<file path="src/rtl/phys_reg_free_list.sv">
// Checkpointed circular free list of physical register tags.
// Dispatch takes tags from the head, commit returns them at the tail,
// ROB revert pushes a speculated tag back to the head, and up to
// CHECKPOINT_COLUMNS saved head pointers allow one-cycle mispredict recovery.
// Optional macro FREE_LIST_BYPASS_EN: an empty list forwards a same-cycle
// enqueued tag straight to the dequeue port.
//
// Handshake: a transfer on a valid/ready pair happens on the rising CLK edge
// where valid=1 and ready=1; ready never depends on the matching valid,
// except that in the bypass build dequeue_ready may follow enqueue_valid.
module phys_reg_free_list #(
  parameter int NUM_PHYS_REGS      = 64,
  parameter int NUM_ARCH_REGS      = 32,
  parameter int CHECKPOINT_COLUMNS = 4,
  localparam int PHYS_REG_WIDTH    = $clog2(NUM_PHYS_REGS),
  localparam int FREE_LIST_DEPTH   = NUM_PHYS_REGS - NUM_ARCH_REGS,
  localparam int AW                = $clog2(FREE_LIST_DEPTH),
  localparam int PW                = AW + 1,
  localparam int CW                = $clog2(CHECKPOINT_COLUMNS)
) (
  input  logic                      CLK,
  input  logic                      nRST,
  input  logic                      dequeue_valid,
  output logic                      dequeue_ready,
  output logic [PHYS_REG_WIDTH-1:0] dequeue_phys_reg_tag,
  input  logic                      enqueue_valid,
  input  logic [PHYS_REG_WIDTH-1:0] enqueue_phys_reg_tag,
  input  logic                      revert_valid,
  input  logic [PHYS_REG_WIDTH-1:0] revert_phys_reg_tag,
  input  logic                      save_checkpoint_valid,
  output logic                      save_checkpoint_ready,
  output logic [CW-1:0]             save_checkpoint_column,
  input  logic                      restore_checkpoint_valid,
  input  logic [CW-1:0]             restore_checkpoint_column,
  input  logic                      clear_checkpoint_valid,
  input  logic [CW-1:0]             clear_checkpoint_column,
  output logic [PW-1:0]             free_count
);

  logic [PHYS_REG_WIDTH-1:0] entries_q [FREE_LIST_DEPTH];
  logic [PW-1:0]             head_q, head_d;
  logic [PW-1:0]             tail_q, tail_d;
  logic [CHECKPOINT_COLUMNS-1:0] ckpt_valid_q, ckpt_valid_d;
  logic [PW-1:0]             ckpt_head_q [CHECKPOINT_COLUMNS];
  logic [PW-1:0]             ckpt_head_d [CHECKPOINT_COLUMNS];
  logic [CW-1:0]             alloc_q, alloc_d;

  logic          empty, full;
  logic          do_deq, do_enq, do_revert, do_save, do_restore;
  logic [PW-1:0] head_m1;
  logic [CW-1:0] span, off;

  assign free_count = tail_q - head_q;
  assign empty      = (free_count == '0);
  assign full       = (free_count == PW'(FREE_LIST_DEPTH));
  assign head_m1    = head_q - PW'(1);

  // Head tag and ready; the bypass build forwards an enqueue into an empty list.
  always_comb begin
`ifdef FREE_LIST_BYPASS_EN
    dequeue_ready        = !empty || enqueue_valid;
    dequeue_phys_reg_tag = empty ? enqueue_phys_reg_tag : entries_q[head_q[AW-1:0]];
`else
    dequeue_ready        = !empty;
    dequeue_phys_reg_tag = entries_q[head_q[AW-1:0]];
`endif
  end

  assign save_checkpoint_ready  = !ckpt_valid_q[alloc_q];
  assign save_checkpoint_column = alloc_q;

  // Operation qualification: restore beats revert, revert beats dequeue.
  always_comb begin
    do_restore = restore_checkpoint_valid && ckpt_valid_q[restore_checkpoint_column];
    do_enq     = enqueue_valid && !full;
    do_revert  = revert_valid && !full && !do_restore;
    do_deq     = dequeue_valid && dequeue_ready && !revert_valid && !do_restore;
    do_save    = save_checkpoint_valid && save_checkpoint_ready && !do_restore;
  end

  // Next-state for pointers and checkpoint columns.
  always_comb begin
    head_d       = head_q;
    tail_d       = tail_q;
    ckpt_valid_d = ckpt_valid_q;
    alloc_d      = alloc_q;
    span         = alloc_q - restore_checkpoint_column;
    off          = '0;
    for (int i = 0; i < CHECKPOINT_COLUMNS; i++) begin
      ckpt_head_d[i] = ckpt_head_q[i];
    end

    if (do_enq)    tail_d = tail_q + PW'(1);
    if (do_revert) head_d = head_m1;
    else if (do_deq) head_d = head_q + PW'(1);

    if (clear_checkpoint_valid) ckpt_valid_d[clear_checkpoint_column] = 1'b0;

    if (do_save) begin
      ckpt_valid_d[alloc_q] = 1'b1;
      ckpt_head_d[alloc_q]  = head_d;
      alloc_d               = alloc_q + CW'(1);
    end

    // Restore drops the restored column and every younger one; a span of
    // zero means the allocator wrapped onto this column, so all are younger.
    if (do_restore) begin
      head_d = ckpt_head_q[restore_checkpoint_column];
      for (int i = 0; i < CHECKPOINT_COLUMNS; i++) begin
        off = CW'(i) - restore_checkpoint_column;
        if (span == '0 || off < span) ckpt_valid_d[i] = 1'b0;
      end
      alloc_d = restore_checkpoint_column + CW'(1);
    end
  end

  // State registers; reset fills the list with the non-architectural tags.
  always_ff @(posedge CLK or negedge nRST) begin
    if (!nRST) begin
      for (int i = 0; i < FREE_LIST_DEPTH; i++) begin
        entries_q[i] <= PHYS_REG_WIDTH'(NUM_ARCH_REGS + i);
      end
      for (int i = 0; i < CHECKPOINT_COLUMNS; i++) begin
        ckpt_head_q[i] <= '0;
      end
      head_q       <= '0;
      tail_q       <= PW'(FREE_LIST_DEPTH);
      ckpt_valid_q <= '0;
      alloc_q      <= '0;
    end else begin
      if (do_enq)    entries_q[tail_q[AW-1:0]]  <= enqueue_phys_reg_tag;
      if (do_revert) entries_q[head_m1[AW-1:0]] <= revert_phys_reg_tag;
      for (int i = 0; i < CHECKPOINT_COLUMNS; i++) begin
        ckpt_head_q[i] <= ckpt_head_d[i];
      end
      head_q       <= head_d;
      tail_q       <= tail_d;
      ckpt_valid_q <= ckpt_valid_d;
      alloc_q      <= alloc_d;
    end
  end

endmodule
</file>
<file path="config.mk">
export PLATFORM = sky130hd
export DESIGN_NAME = phys_reg_free_list
export DESIGN_NICKNAME = d
export VERILOG_FILES = /design/src/rtl/phys_reg_free_list.sv
export SDC_FILE = /design/constraint.sdc
export NUM_CORES = 1
export LEC_CHECK = 0
export CORE_UTILIZATION = 57
export CTS_CLUSTER_DIAMETER = 30
export DETAILED_ROUTE_END_ITERATION = 10
export PLACE_DENSITY = 0.77
export SYNTH_ARGS = -nofsm -noshare
export SYNTH_HDL_FRONTEND = slang
export SYNTH_SLANG_ARGS = --single-unit
</file>
<file path="constraint.sdc">
create_clock -name CLK -period 3.2 [get_ports CLK]
set_input_delay 0.48 -clock CLK [delete_from_list [all_inputs] [get_ports CLK]]
set_output_delay 0.48 -clock CLK [all_outputs]
set_load 0.02 [all_outputs]
</file>
==> results.md <==
Run status:
- The flow ran to the end, but the final reports show violations.
- The checks that failed: negative setup slack.

Clock tree:
- In this run the deepest clock path goes through 3 buffers.
- The root buffer selected by CTS is clkbuf_16.
- The level count of the clock H-tree is 2.
- The total clock sinks is around 230.
- After clock tree synthesis, the clock-pin slew on the worst setup and hold paths is 0.05 ns.
- TritonCTS built the clock tree.
- The number of clock buffers added by TritonCTS is 54.
- The later pin in the worst-skew pair is clocked with a latency of 0.57 ns.

Synthesis:
- The synthesized design contains 0 enable-type register cells.
- In the synthesized netlist, the cells that appear most often are nand2_1, a21oi_1, a2bb2oi_1.
- Counting flops and latches in the post-synthesis netlist gives 234.
- The mapped netlist covers 14200 µm².
- The top-area cell type share of the netlist area is 0.213.
- The top cell type by total area after synthesis is dfrtp_1.
- When the netlist entered floorplanning its net count stood at 1575.
- By area the synthesized netlist is led by dfrtp_1, dfstp_2, a2bb2oi_1.
- A synthesized cell averages 9.29 µm².
- The number of standard cells after synthesis is 1531.
- The share of flip-flops with an asynchronous set or reset is 1.00.
- For this run, the leading register cell type out of synthesis is dfrtp_1.
- The most frequent cell after synthesis is nand2_1.
- In this run, distinct cell masters in the synthesized netlist total 70.
- For this run, the register share of the synthesized area comes to 0.422.
- For this run, the number of Yosys warnings is 0.

Finish:
- The final standard cell utilization of the core is 0.758.
- The count of placed standard cells in the final layout, fillers left out is 1997.
- The net count of the finished layout is around 1700.
- The area of all placed cells without fillers is 18500 µm².
- The layout overhead on the synthesized area is 30.0%.
- Of the cells placed in the final design, the portion with a size suffix greater than 1 is 0.359.

GRT:
- Across every metal layer, demand over resource in global routing totals 0.378.
- For this run the aggregate overflow at the end of global routing stands at 0.
- The number of global-route vias before repair was 13600.
- The number of antenna violations at the first check in global routing is 1.
- The maximum number of pins on one net before global-route repair is 79.
- The global-route wire length before repair is between 70 and 80 mm.

Die:
- The floorplan step defined a die boundary enclosing 25600 µm².
- The area inside the core boundary is roughly 24000 µm².
- The width of the chip is 160 µm.
- In this run the core area contains 57 standard-cell rows.
- The effective utilization at floorplan is 0.583.
- The die outline height is 160 µm.
- During I/O placement, the number of pins put on the boundary was 40.

Run:
- Across the run, the number of max-cap violations was 0.

Worst setup path:
- The delay contributed by the slowest stage of the critical path is 0.57 ns.
- The worst endpoint required time is 2.72 ns.
- The data arrival time of the critical path is ~2.8 ns.
- STA classifies the critical path startpoint as a flip-flop.
- For this design, the slowest cell found on the critical path is mux4_2.
- STA classifies the critical path endpoint as an output pin.
- The dominant delay contributor by cell family on the critical path is multiplexers.
- The critical path is of the flip-flop to output pin type.
- Walking the worst path, the cells encountered are buf_12, buf_12, mux4_2, mux4_2, nand2_1, nand2_1, buf_2.
- The maximum fanout encountered on the critical timing path is 11.
- The buffer and inverter count on the worst path is 3.

Place:
- Detailed placement finished with a half-perimeter wire length of 30.1 mm.
- The count of input and output buffers is 39.
- The worst-case setup slack after placement is -0.446 ns.
- Counting tap cells, the placed design contains a total of 1864 instances.
- The cell area reported after detailed placement is 15300 µm².
- The routability congestion estimate from global placement is 0.945.

Route:
- The number of nets with antenna violations after routing is 0.
- For this run, design rule violations remaining after detail routing come to 0.
- In the final routed layout, each cell accounts on average for 25.7 µm.
- The first detailed-routing pass took 7 iterations.
- The DRC violation total after the first TritonRoute iteration is between 2000 and 2500.
- The average via count per standard cell is 7.08.
- For this block, the routed nets add up to 51.4 mm of wire.
- The via count is 14100.

Pwr:
- Summed over all cells, the static leakage comes to 7.53 nW.
- Across the VDD grid, the largest voltage drop is 1070 µV.
- The power per standard cell area is between 1000 and 1500 nW/µm².

Timing:
- In this run the tightest slew margin relative to its limit is 0.258.
- Based on the critical path, the design can be clocked at up to 305 MHz.
- After layout, the worst setup slack is -0.0745 ns.
- The hold violation total from the final report is 0.
- Setup violations remaining at the end of the flow were counted as 5.
- The worst-margin pin slew is 1.11 ns.
- Setup repair after global routing could not meet its margin everywhere.
- The clock period minus final worst setup slack is between 3 and 4 ns.
- The number of max-slew violations in the final report was 0.
- The period utilization is 1.02.
- Clock skew on the completed layout was measured at 0.0292 ns.

Worst hold path:
- The path category of the worst min-delay check is flip-flop to flip-flop.
layout by cell type (no fill, tap or decap), drive strengths merged, types with 15 or more instances in the layout:
cell | synthesis | layout
a21oi | 217 | 217
a2bb2oi | 178 | 178
a31oi | 23 | 23
buf | 56 | 132
clkbuf | 74 | 68
clkdlybuf4s50 | 0 | 29
clkinv | 0 | 19
dfrtp | 121 | 121
dfstp | 113 | 113
ha | 17 | 17
inv | 25 | 31
mux2i | 37 | 37
mux4 | 42 | 42
nand2 | 298 | 298
nor2 | 45 | 45
nor3 | 71 | 71
o21ai | 27 | 27
o221ai | 15 | 15
or3 | 40 | 40
state kept, by name (all words and copies together) (netlist names):
register and flops:
ckpt_head_q 24, head_q 6, entries_q 192, save_checkpoint_column 2, tail_q 6, ckpt_valid_q 4
worst paths after layout:
kind,from,to,slack (ns),cells after the start
hold / removal,entries_q[1],entries_q[1],0.46,2
setup reg to reg,head_q[0],entries_q[149],-0.03,11
min in group asynchronous,nRST,ckpt_valid_q[2],0.49,2
hold reg to reg,entries_q[1],entries_q[1],0.46,2
max in group asynchronous,nRST,entries_q[180],1.80,3
setup / recovery,head_q[0],dequeue_phys_reg_tag[0],-0.07,7
cell families (layout without fill, tap and decap cells):
logic type / after synthesis / count (layout) / share of synthesized area
AND/OR/NAND/NOR: 514 / 514 / 0.162
multiplexers: 80 / 80 / 0.0936
XOR/XNOR: 17 / 17 / 0.0115
adder cells (fa/ha/maj): 20 / 20 / 0.0192
buffers and inverters: 155 / 296 / 0.0458
AO/OA/AOI/OAI: 511 / 511 / 0.246
other: 0 / 1 / 0
flip-flops: 234 / 234 / 0.422
per-stage QoR:
step	hold WS, ns	TNS [ns]	power, W
after floorplan	0.184	-0.251	0.0115
after global placement	0.453	-42.24	0.0145
after detailed placement	0.459	-52.31	0.0148
after CTS	0.466	-0.923	0.0206
after global routing	0.476	-3.04	0.0229
final	0.464	-0.237	0.0221
what timing repair did:
action,4_1_cts,5_1_grt
resized for setup,70,209
hold endpoints to repair,52,0
setup buffers,4,21
gates cloned,3,3
setup endpoints to repair,168,218
pin swaps,8,34
hold buffers,1,0
worst register-to-register path: stages (launching register included):
cell and delay [ns]:
dfrtp_4 0.50, ha_4 0.18, fa_2 0.36, xnor2_2 0.33, nor4_4 0.07, mux2i_2 0.20, buf_4 0.17, a211oi_4 0.06
buf_6 0.18, nor2_2 0.66, a31oi_1 0.23, a2bb2oi_1 0.23
layout make-up:
| cell class | instances | area [µm²] |
|---|---|---|
| Timing Repair Buffer | 170 | 1650 |
| Sequential cell | 234 | 6000 |
| Inverter | 25 | 96.3 |
| Fill cell | 1502 | 5900 |
| Clock inverter | 38 | 377 |
| Antenna cell | 1 | 2.50 |
| Tap cell | 324 | 405 |
| Clock buffer | 63 | 1410 |
| Multi-Input combinational cell | 1142 | 8550 |
power breakdown:
part / switching (W) / internal (W)
Sequential: 0.00101 / 0.00487
Combinational: 0.00635 / 0.00457
Clock: 0.00191 / 0.00343
Total: 0.00927 / 0.0129
routing by layer:
metal / wire, µm / track usage / part of all wire
met3: 6890 / 0.0868 / 0.13
met4: 3070 / 0.213 / 0.060
met5: 0 / 0 / 0
met2: 22600 / 0.568 / 0.44
met1: 18800 / 0.505 / 0.37
Note: power is estimated with default switching activity, not from simulation.
